File: config.mk
export PLATFORM = sky130hd
export DESIGN_NAME = lane_input_decoder
export DESIGN_NICKNAME = d
export VERILOG_FILES = /design/src/rtl/lane_input_decoder.sv
export SDC_FILE = /design/constraint.sdc
export NUM_CORES = 1
export LEC_CHECK = 0
export CORE_MARGIN = 2
export CORE_UTILIZATION = 40
export CTS_BUF_LIST = sky130_fd_sc_hd__clkbuf_16
export CTS_CLUSTER_DIAMETER = 40
export CTS_CLUSTER_SIZE = 28
export DETAILED_ROUTE_END_ITERATION = 16
export PLACE_DENSITY = 0.71
export SLEW_MARGIN = 20
export SYNTH_ARGS = -nofsm -noshare
export SYNTH_HDL_FRONTEND = slang
export SYNTH_SLANG_ARGS = --single-unit
File: constraint.sdc
create_clock -name Clk -period 3.2 [get_ports Clk]
set_input_delay 0.48 -clock Clk [delete_from_list [all_inputs] [get_ports Clk]]
set_output_delay 0.48 -clock Clk [all_outputs]
set_load 0.01 [all_outputs]
File: src/rtl/lane_input_decoder.sv
// Keycode-to-fret-lane decoder: two-flop keycode sync, per-lane debounce
// qualification, same-lane re-press lockout, and a frame-tick hold counter.
// 'release' is a reserved word, so the release pulse port is release_pulse.

// Per-lane output cell: registers the one-cycle press/release events and
// keeps the held level consistent with them.
module lane_out_cell (
    input  logic Clk,
    input  logic Reset,
    input  logic press_evt,
    input  logic rls_evt,
    output logic press,
    output logic rls,
    output logic held
);
    // held rises with the press pulse and falls with the release pulse
    always_ff @(posedge Clk) begin
        if (Reset) begin
            press <= 1'b0;
            rls   <= 1'b0;
            held  <= 1'b0;
        end else begin
            press <= press_evt;
            rls   <= rls_evt;
            if (press_evt)
                held <= 1'b1;
            else if (rls_evt)
                held <= 1'b0;
        end
    end
endmodule

module lane_input_decoder #(
    parameter logic [15:0] DEBOUNCE_CYCLES = 16'd50000,
    parameter logic [7:0]  LOCKOUT_FRAMES  = 8'd4,
    parameter logic [7:0]  KEY_G           = 8'h04,
    parameter logic [7:0]  KEY_R           = 8'h16,
    parameter logic [7:0]  KEY_Y           = 8'h07,
    parameter logic [7:0]  KEY_B           = 8'h09,
    parameter logic [7:0]  KEY_O           = 8'h0A
) (
    input  logic       Clk,
    input  logic       Reset,
    input  logic       frame_clk,
    input  logic [7:0] keycode,
    output logic [4:0] press,
    output logic [4:0] release_pulse,
    output logic [4:0] held,
    output logic [2:0] active_lane,
    output logic [7:0] hold_frames
);
    localparam int          NUM_LANES = 5;
    localparam logic [2:0]  NONE      = 3'd7;
    localparam logic [15:0] DEB_MAX   = DEBOUNCE_CYCLES - 16'd1;

    typedef enum logic [1:0] {IDLE, QUAL, HELD} state_t;

    state_t         state, state_nxt;
    logic [7:0]     k1, k2;
    logic           fs1, fs2, fprev, tick;
    logic [2:0]     cand, cand_prev;
    logic [15:0]    stab_cnt;
    logic           stable;
    logic [2:0]     lock_lane;
    logic [7:0]     lock_cnt;
    logic           locked;
    logic           do_press, do_release, arm;
    logic [NUM_LANES-1:0] press_evt, rls_evt;

    // Keycode and frame_clk synchronisers plus frame edge register
    always_ff @(posedge Clk) begin
        if (Reset) begin
            k1    <= 8'h00;
            k2    <= 8'h00;
            fs1   <= 1'b0;
            fs2   <= 1'b0;
            fprev <= 1'b0;
        end else begin
            k1    <= keycode;
            k2    <= k1;
            fs1   <= frame_clk;
            fs2   <= fs1;
            fprev <= fs2;
        end
    end

    assign tick = fs2 & ~fprev;

    // Map the synchronised keycode to a lane index, NONE when unmapped
    always_comb begin
        cand = NONE;
        case (k2)
            KEY_G:   cand = 3'd0;
            KEY_R:   cand = 3'd1;
            KEY_Y:   cand = 3'd2;
            KEY_B:   cand = 3'd3;
            KEY_O:   cand = 3'd4;
            default: cand = NONE;
        endcase
    end

    // Stability counter: restarts on any candidate change, holds at the top
    always_ff @(posedge Clk) begin
        if (Reset) begin
            cand_prev <= NONE;
            stab_cnt  <= 16'd0;
        end else begin
            cand_prev <= cand;
            if (cand != cand_prev)
                stab_cnt <= 16'd0;
            else if (stab_cnt != DEB_MAX)
                stab_cnt <= stab_cnt + 16'd1;
        end
    end

    // The change cycle itself never counts as stable, even with a saturated
    // counter, so a fresh key cannot release a held lane prematurely.
    assign stable = (stab_cnt == DEB_MAX) && (cand == cand_prev);

    // Lockout: single lane slot with a frame down-counter; arming wins over tick
    always_ff @(posedge Clk) begin
        if (Reset) begin
            lock_lane <= NONE;
            lock_cnt  <= 8'd0;
        end else if (arm) begin
            lock_lane <= active_lane;
            lock_cnt  <= LOCKOUT_FRAMES;
        end else if (tick && lock_cnt != 8'd0) begin
            lock_cnt  <= lock_cnt - 8'd1;
        end
    end

    assign locked = (lock_cnt != 8'd0) && (lock_lane == cand);

    // FSM state register
    always_ff @(posedge Clk) begin
        if (Reset)
            state <= IDLE;
        else
            state <= state_nxt;
    end

    // FSM next state and press/release/arm decisions
    always_comb begin
        state_nxt  = state;
        do_press   = 1'b0;
        do_release = 1'b0;
        arm        = 1'b0;
        case (state)
            IDLE: begin
                if (cand != NONE)
                    state_nxt = QUAL;
            end
            QUAL: begin
                if (cand == NONE) begin
                    state_nxt = IDLE;
                end else if (stable && !locked) begin
                    do_press  = 1'b1;
                    state_nxt = HELD;
                end
            end
            HELD: begin
                if (cand != active_lane && stable) begin
                    do_release = 1'b1;
                    arm        = 1'b1;
                    state_nxt  = (cand != NONE) ? QUAL : IDLE;
                end
            end
            default: state_nxt = IDLE;
        endcase
    end

    // One-hot event vectors for the lane cells
    always_comb begin
        press_evt = '0;
        rls_evt   = '0;
        for (int i = 0; i < NUM_LANES; i++) begin
            press_evt[i] = do_press   && (cand == 3'(i));
            rls_evt[i]   = do_release && (active_lane == 3'(i));
        end
    end

    for (genvar i = 0; i < NUM_LANES; i++) begin : g_lane
        lane_out_cell u_cell (
            .Clk       (Clk),
            .Reset     (Reset),
            .press_evt (press_evt[i]),
            .rls_evt   (rls_evt[i]),
            .press     (press[i]),
            .rls       (release_pulse[i]),
            .held      (held[i])
        );
    end

    // Active lane index and saturating frame counter for the held lane
    always_ff @(posedge Clk) begin
        if (Reset) begin
            active_lane <= NONE;
            hold_frames <= 8'd0;
        end else if (do_press) begin
            active_lane <= cand;
            hold_frames <= 8'd0;
        end else if (do_release) begin
            active_lane <= NONE;
            hold_frames <= 8'd0;
        end else if (state == HELD && tick && hold_frames != 8'hFF) begin
            hold_frames <= hold_frames + 8'd1;
        end
    end
endmodule
Yosys cells after proc, flatten, opt, wreduce, memory -nomap -nowiden. Cells that the tools add are included.

Register bits after elaboration: 77. Latch bits: 0. RAM bits: 0. Bits in read-only memories: 0. Bits of input ports: 11. Memories: 0.

$add $sub $neg: 3. Multiply operators: 0. Divide/modulo/power cells: 0. Order comparisons: 0. Equality and inequality tests: 27. Shifts and indexed selects: 0. Muxes and demuxes: 26. Bitwise gates (word level): 2. Reductions and logical operators: 33.

Operators by type and width (number): 1-bit logical AND (17); 16-bit by 1-bit adder with 16-bit output (second input constant) (1); 16-bit equality test (second input constant) (1); 8-bit by 3-bit equality test with 1-bit output (second input constant) (2); 8-bit by 4-bit equality test with 1-bit output (second input constant) (2); 1-bit two-way mux (16); 16-bit != test (second input constant) (1); 3-bit one-hot mux with 5 select lines (1); 2-bit nonzero test (7); 3-bit by 2-bit equality test with 1-bit output (second input constant) (4); 3-bit two-way mux (4); 3-bit equality test (second input constant) (3); 8-bit by 1-bit adder with 8-bit output (second input constant) (1); 8-bit by 5-bit equality test with 1-bit output (second input constant) (1); 2-bit two-way mux (4); 8-bit != test (second input constant) (1); 8-bit nonzero test (1); 8-bit by 1-bit subtractor with 8-bit output (second input constant) (1); 3-bit by 1-bit equality test with 1-bit output (second input constant) (2); 3-bit equality test (2); 3-bit logical NOT (2); 3-bit != test (2); 3-bit != test (second input constant) (2); 2-bit one-hot mux with 3 select lines (1); 10 further kinds (12).

Logic depth before layout (Yosys ltp).
Word-level depth: 11. Mapped depth: 9.

By module. Synthesis repeated with hierarchy kept, for this count alone.

Cells, all modules: 361. Area, all modules: 3447.1 µm².

Modules (own cells, without submodules): lane_input_decoder (times used 1, cells each 321, area each 2990.4 µm², seq. area each 1241.2 µm²); lane_out_cell (times used 5, cells each 8, area each 91.3 µm², seq. area each 60.1 µm²).

Least setup slack after synthesis. OpenSTA, ideal clock, no wires.

Kind: reg2reg. From: register k2[4]. To: register g_lane[4].u_cell.held. Arrival: 2.435 ns. Setup slack: 0.646 ns. Stages on the path, launching flop included: 10. Buffers on the path: 2. Clock period less this slack: 2.554 ns. Path through: dfxtp_1 -> buf_2 -> or3b_1 -> or2_4 -> a211oi_1 -> o211ai_1 -> or4_4 -> buf_6 -> nor3_2 -> o21bai_1.

Longest elaborated chain between the ends: 11.

Ends and longest elaborated chain: from (decl) (line 59) `logic [7:0] k1, k2;`; from (signal assigned) (line 80) `k2 <= k1;`; 8-bit by 4-bit equality test with 1-bit output (tied with other cells) (line 92) `case (k2)`; 3-bit one-hot mux with 5 select lines (*) (line 92); 3-bit equality test (line 133) `assign locked = (lock_cnt != 8'd0) && (lock_lane == cand);`; 1-bit logical AND (line 133); 1-bit logical NOT (line 157) `end else if (stable && !locked) begin`; 1-bit logical AND (line 157); 1-bit two-way mux (line 157); 1-bit two-way mux (line 155) `if (cand == NONE) begin`; 1-bit two-way mux (line 149) `case (state)`; 1-bit logical AND (line 178) `press_evt[i] = do_press && (cand == 3'(i));`; 1-bit two-way mux / 2-bit nonzero test (equally long branches); to (signal assigned) (line 21) `held <= 1'b0;`; to (signal assigned) (line 26) `held <= 1'b1;`; to (signal assigned) (line 28) `held <= 1'b0;`; to (decl) (line 14) `output logic held`.

Every way passes the cells marked *; elsewhere a longest branch is shown, timed or not. A chain may end at the register's enable or synchronous reset.

Final worst setup path.
From: register k2[1]. To: register g_lane[1].u_cell.held.

Longest elaborated chain between the ends: 11.

Ends and longest elaborated chain (line): 8-bit by 4-bit equality test with 1-bit output (tied with other cells) (92); 3-bit one-hot mux with 5 select lines (*) (92); 3-bit equality test (133); 1-bit logical AND (133); 1-bit logical NOT (157); 1-bit logical AND (157); 1-bit two-way mux (157); 1-bit two-way mux (155); 1-bit two-way mux (149); 1-bit logical AND (178); 1-bit two-way mux / 2-bit nonzero test (equally long branches); to (signal assigned) (21); to (signal assigned) (26); to (signal assigned) (28); to (decl) (14).

Marked as above.

==> metrics.md <==
| Metric | Value |
|---|---|
| Max-slew violation count | `0` |
| Warnings from Yosys | `0` |
| Run status | `completed` |
| Post-synth ARST share | `0%` |
| Share of cells above drive strength 1 | `between 10% and 20%` |
| # hold bufs at CTS | `0` |
| Endpoints failing hold | `0` |
| Wire length per cell | `about 12 µm` |
| Latest clock arrival within the worst-skew pair | `330 ps` |
| Clk slew on worst S/H paths | `around 50 ps` |
| Vias/cell | `approximately 5` |
| Setup Viol. Count Final | `0` |
| Worst VDD drop | `approximately 0.00031 V` |
| WP data required | `~3400 ps` |
| Cell variety after synth | `69` |
| Post-Syn Instances | `between 300 and 400` |
| Setup TNS | `0 ps` |
| Post-CTS Setup Inserts | `0` |
| Syn_nets | `between 300 and 400` |
| Die ar. | `9480 µm²` |
| Hold slack | `434 ps` |
| H-tree depth | `3` |
| Mapped Area | `between 3000 and 4000 µm²` |
| Fmax | `about 340 MHz` |
| First-pass DRT Iterations | `4` |
| Pwr Density | `~480 nW/µm²` |
| Max-slew headroom | `approximately 64%` |
| Drt total wl | `6.25 mm` |
| Dpl cells | `a little under 500` |
| First-pass GRT wire length | `about 11 mm` |
| Gr ovfl total | `0` |
| RSZ-0062 raised after global routing | `no` |
| CTS tree | `done` |
| Number of global-route vias before repair | `approximately 2400` |
| Post-route DRC | `0` |
| Post-DP HPWL | `approximately 4.5 mm` |
| Maximum clock path buffer count | `2` |
| Clock skew | `~4.9 ps` |
| Final worst-path cycle share | `91.6%` |
| Most common cell after layout, fill and taps aside | `dfxtp_1` |
| Via count | `2522` |
| Final ANT Viol Nets | `0` |
| PortBufs | `36` |
| Root Buffer | `clkbuf_16` |
| Kind of critical path | `reg2reg` |
| Initial core utilization | `around two fifths` |
| Worst Setup SP | `k2[1]$_SDFF_PP0_` |
| Worst slew pin tran | `about 540 ps` |
| Most frequent cells in the layout | `77 x dfxtp_1, 45 x nor2_1, 36 x clkdlybuf4s50_1` |
| Initial antenna violation count | `0` |
| Startpoint Class | `flip-flop` |
| Hold_sp | `k1[7]$_SDFF_PP0_` |
| CP arrival | `3140 ps` |
| CTS resizes | `0` |
| Clk sinks | `between 70 and 80` |
| Largest net degree at the start of global routing | `35` |
| Filler cells | `around 800` |
| Seq/Total Area, Yosys | `around 44%` |
| Crit Path Max Fanout | `14` |
| Nets | `approximately 410` |
| Final RePlAce weighted congestion | `slightly above 0.8` |
| Core Region | `approximately 8600 µm²` |
| Core Rows | `34` |
| Post-synthesis register bit count | `just under 80` |
| # diodes | `0` |
| FF-to-FF Start | `k2[1]$_SDFF_PP0_` |
| TritonCTS Buffers | `9` |
| HP Class | `reg2reg` |
| Post-synth EDFFs | `0` |
| Min Tclk post-route | `2930 ps` |
| Synth-to-layout area growth | `16.8%` |
| Die height | `97.4 µm` |
| Post-synthesis average cell area | `between 9 and 10 µm²` |
| I/O pins | `37` |
| Global-route usage over all layers | `~14%` |
| Final cell count without fillers | `around 500` |
| Pleak | `~0.0014 µW` |
| MaxCap Viol Count | `0` |
| Initial drt markers | `~100` |
| Die width | `between 90 and 100 µm` |
| Ys flop type | `dfxtp_1` |
| Element type at the critical path end | `flip-flop` |
-- kinds of logic (layout without fill, tap and decap cells) --
logic type	Yosys count	after routing	synth area share [%]
AND/OR/NAND/NOR	164	164	27.3
AO/OA/AOI/OAI	46	46	10.3
multiplexers	4	4	1.15
flip-flops	77	77	44.2
buffers and inverters	37	64	6.42
XOR/XNOR	37	37	9.51
adder cells (fa/ha/maj)	3	3	1.08
-- synthesized netlist by cell type (all sizes together) (3+ instances only) --
| library cell | number | area share [%] |
|---|---|---|
| a211oi | 6 | 1.4 |
| a21oi | 6 | 0.97 |
| a31oi | 3 | 0.97 |
| and3 | 9 | 1.7 |
| buf | 21 | 4.7 |
| clkbuf | 7 | 0.75 |
| dfxtp | 77 | 44 |
| ha | 3 | 1.1 |
| inv | 9 | 0.97 |
| mux2i | 4 | 1.1 |
| nand2 | 23 | 2.5 |
| nand2b | 6 | 1.1 |
| nand3 | 10 | 1.4 |
| nand4 | 6 | 1.1 |
| nor2 | 45 | 4.8 |
| nor2b | 22 | 3.9 |
| nor3 | 11 | 1.7 |
| nor4 | 4 | 1.5 |
| nor4b | 3 | 0.75 |
| o21ai | 12 | 1.7 |
| o31ai | 5 | 1.6 |
| or2 | 4 | 0.79 |
| or4 | 3 | 0.97 |
| or4b | 3 | 1.1 |
| xnor2 | 18 | 4.5 |
| xor2 | 19 | 5.0 |
-- final timing paths --
path                                   endpoint  slack [ps]  cells after the start
min reg2reg                    k2[7]$_SDFF_PP0_         430                      1
max reg2reg  g_lane[1].u_cell.held$_SDFFE_PP0P_         270                      7
min                            k2[7]$_SDFF_PP0_         430                      1
max          g_lane[1].u_cell.held$_SDFFE_PP0P_         270                      7
-- critical path: stages, from the launching register on --
cell,delay [ps]
dfxtp_1,560
or4bb_1,570
a31oi_4,240
xor2_2,180
o211ai_1,170
or4_4,680
o31ai_1,280
o21ai_0,120
-- cell type report --
| type | count | area, µm² | share of cell area [%] |
|---|---|---|---|
| flip-flops and latches | 77 | 1540 | 37.9 |
| clock buffers | 9 | 225 | 5.53 |
| well taps | 108 | 135 | 3.32 |
| inverters | 9 | 33.8 | 0.830 |
| clock inverters | 6 | 23.8 | 0.584 |
| multi-input cells | 254 | 1720 | 42.3 |
| repair buffers | 40 | 390 | 9.59 |
-- metrics by stage --
stage	power, µW	utilization (%)	instance area, µm²	setup WS [ps]
finish	1970	47.4	4070	268
global route	2060	47.4	4070	130
CTS	1990	47.4	4070	283
detailed placement	1140	44.5	3820	319
global placement	1140	44.5	3820	433
floorplan	1110	-	3490	646
-- layer usage --
metal	vias up	track usage, %	share of wire, %
met4	0	7.80	2.4
met2	57	21.0	43
li1	1292	-	-
met5	-	0	0
met1	1157	17.5	50
met3	16	3.88	4.7
-- report_power, final --
group | switching, µW | internal [µW]
clock | 350 | 504
sequential | 18.0 | 979
combinational | 63.9 | 56.9
total | 432 | 1540
-- registers in the layout (all words and copies together), names as in the netlist --
register / count
k1: 8
g_lane.u_cell.rls: 5
fprev: 1
fs1: 1
fs2: 1
g_lane.u_cell.press: 5
lock_cnt: 8
cand_prev: 3
stab_cnt: 16
state: 2
hold_frames: 8
lock_lane: 3
active_lane: 3
k2: 8
g_lane.u_cell.held: 5
Note: power is estimated with default switching activity, not from simulation.
==> patch, RTL diff (config.mk and constraints unchanged) <==
The 3 states of `state_t` get a one-hot encoding in 3 bits.
--- a/src/rtl/lane_input_decoder.sv
+++ b/src/rtl/lane_input_decoder.sv
@@ -53,7 +53,7 @@
     localparam logic [2:0]  NONE      = 3'd7;
     localparam logic [15:0] DEB_MAX   = DEBOUNCE_CYCLES - 16'd1;
 
-    typedef enum logic [1:0] {IDLE, QUAL, HELD} state_t;
+    typedef enum logic [2:0] {IDLE = 3'b001, QUAL = 3'b010, HELD = 3'b100} state_t;
 
     state_t         state, state_nxt;
     logic [7:0]     k1, k2;
Behaviour: same outputs for any inputs over 10 cycles, from zero or initial values and one cycle with Reset high; not proved beyond that.
==> patch against the original RTL <==
  * Final cell count decreased by 0.40%
  * Final area decreased by 0.68%
  * Power increased by 6.3%
  * Fmax increased by 10%
  * Setup slack improved by 0.27 ns
  * Wire length increased by 0.53%
  * Synthesized area decreased by 2.8%
  * Die area decreased by 2.7%
  * Sequential cell count increased by 1
  * Largest power group unchanged
==> patch: results (changes against the original RTL) <==
- Most flop-heavy register: stab_cnt (unchanged)
- Maximum clock path buffer count: 2 (unchanged)
- Global-route wire length before repair: 10,300 um (was 10,600 um)
- CP arrival: 2.87 ns (was 3.14 ns)
- Pin count of the biggest net entering global routing: 28 (was 35)
- Final HPWL DP: 4450 um (was 4480 um)
- CTS Sinks: 78 (was 77)
- Nets: 405 (unchanged)
- Placer Congestion: 0.876 (was 0.809)
- N_diodes: 0 (unchanged)
- Maximum VDD drop: 0.314 mV (was 0.308 mV)
- Clock-pin slew on the worst setup and hold paths: 0.07 ns (was 0.05 ns)
- Iter 0 DRT Violations: 104 (was 102)
- Router iterations before antenna repair: 5 (was 4)
- Worst clock skew: 0.00830 ns (was 0.00491 ns)
- Top cells by area, synth: dfxtp_1 46%, nor2_1 5.2%, xnor2_1 5.2% (was dfxtp_1 44%, nor2_1 4.8%, xnor2_1 4.5%)
- Post-DP Area: 3760 um2 (was 3820 um2)
- CTS H-tree lvls: 3 (unchanged)
- Vias in the first global route: 2,298 (was 2,354)
- Synth async-reset ratio: 0% (unchanged)
- Fillers: 757 (was 803)
- Cells after DPL: 485 (was 488)
- Setup crit start kind: flop (unchanged)
- Type of the worst min-delay path: reg -> reg (unchanged)
- Initial antenna violation count: 0 (unchanged)
- Fraction of layout cells with a size suffix above 1: 8.08% (was 11.1%)
- Place WS: 0.587 ns (was 0.319 ns)
- CTS Root Cell: clkbuf_16 (unchanged)
- Leakage power total: 1.42 nW (was 1.44 nW)
- Synth cell count leaders: 78 x dfxtp_1, 47 x nor2_1, 31 x nand2_1 (was 77 x dfxtp_1, 45 x nor2_1, 22 x nand2_1, 22 x nor2b_1)
- Clk_lat worst skew: ~0.34 ns
- Routed wire length: 6280 um (was 6250 um)
- Syn Nets: 378 (was 382)
- CTS buffer count: 9 (unchanged)
- Netlist cell types: 53 (was 69)
- Syn avg cell area: 9.31 um2 (was 9.48 um2)
- Power Dens Cells: 518 nW/um2 (was 484 nW/um2)
- Status: complete, no violations (unchanged)
- Primary FF master, synth: dfxtp_1 (unchanged)
- Register area share after synthesis: 46.1% (was 44.2%)
- GR Util All Layers: 14.6% (was 13.8%)
- Synth warnings: 0 (unchanged)
- Number of flip-flops in the largest register: 16 (unchanged)
- Via density: 5.08 (was 5.01)
- CP Max Fanout: 13 (was 14)
- Setup Fix Bufs, Post-CTS: 0 (unchanged)
- Final Non-Filler Cells: 501 (was 503)
- Slew headroom: 63.1% (was 64.1%)
- Buffers added on ports: 36 (unchanged)
- Post_cts resized: 0 (unchanged)
-- patch: worst paths after layout --
check         from               endpoint  slack (ns)  cells after the start
max          k2[1]  g_lane[4].u_cell.held        0.54                      7
min          k1[4]                  k2[4]        0.44                      1
min reg2reg  k1[4]                  k2[4]        0.44                      1
max reg2reg  k2[1]  g_lane[4].u_cell.held        0.54                      7
-- patch: area by class of cell --
class / instances / area share, %
multi-input cells: 257 / 41.1
flip-flops and latches: 78 / 38.6
repair buffers: 38 / 9.28
clock buffers: 9 / 5.57
well taps: 105 / 3.25
clock inverters: 7 / 1.55
inverters: 7 / 0.650
-- patch: worst max-delay path, cell delays in order, from the launching register on --
cell,delay (ns)
dfxtp_1,0.43
or4b_1,0.59
a31oi_4,0.29
xor2_1,0.26
o211a_2,0.31
nand4_4,0.21
o31ai_1,0.32
o21ai_1,0.12
-- patch: where the power goes --
part / leakage, nW / internal [mW] / switching, mW
registers: 0.633 / 0.991 / 0.0154
clock network: 0.139 / 0.543 / 0.431
logic: 0.651 / 0.0512 / 0.0653
-- patch: kinds of logic (layout without fill, tap and decap cells) --
group,count (synthesis),after routing,share of synthesized area [%]
xor+xnor,37,37,9.56
mux,7,7,2.14
flops,78,78,46.1
simple gates,171,171,27.0
buf+inv,29,61,4.91
compound gates,39,39,9.23
fa+ha+maj,3,3,1.11
-- patch: routing by layer --
layer  share of wire (%)  GRT usage [%]  routed length, um  vias to the layer above
met5                   0              0                  0                        -
met4                 2.0           6.79                127                        0
met3                 4.6           4.15                288                       11
met2                  44           23.0               2780                       70
met1                  49           18.3               3080                     1171
li1                    -              -                  -                     1293
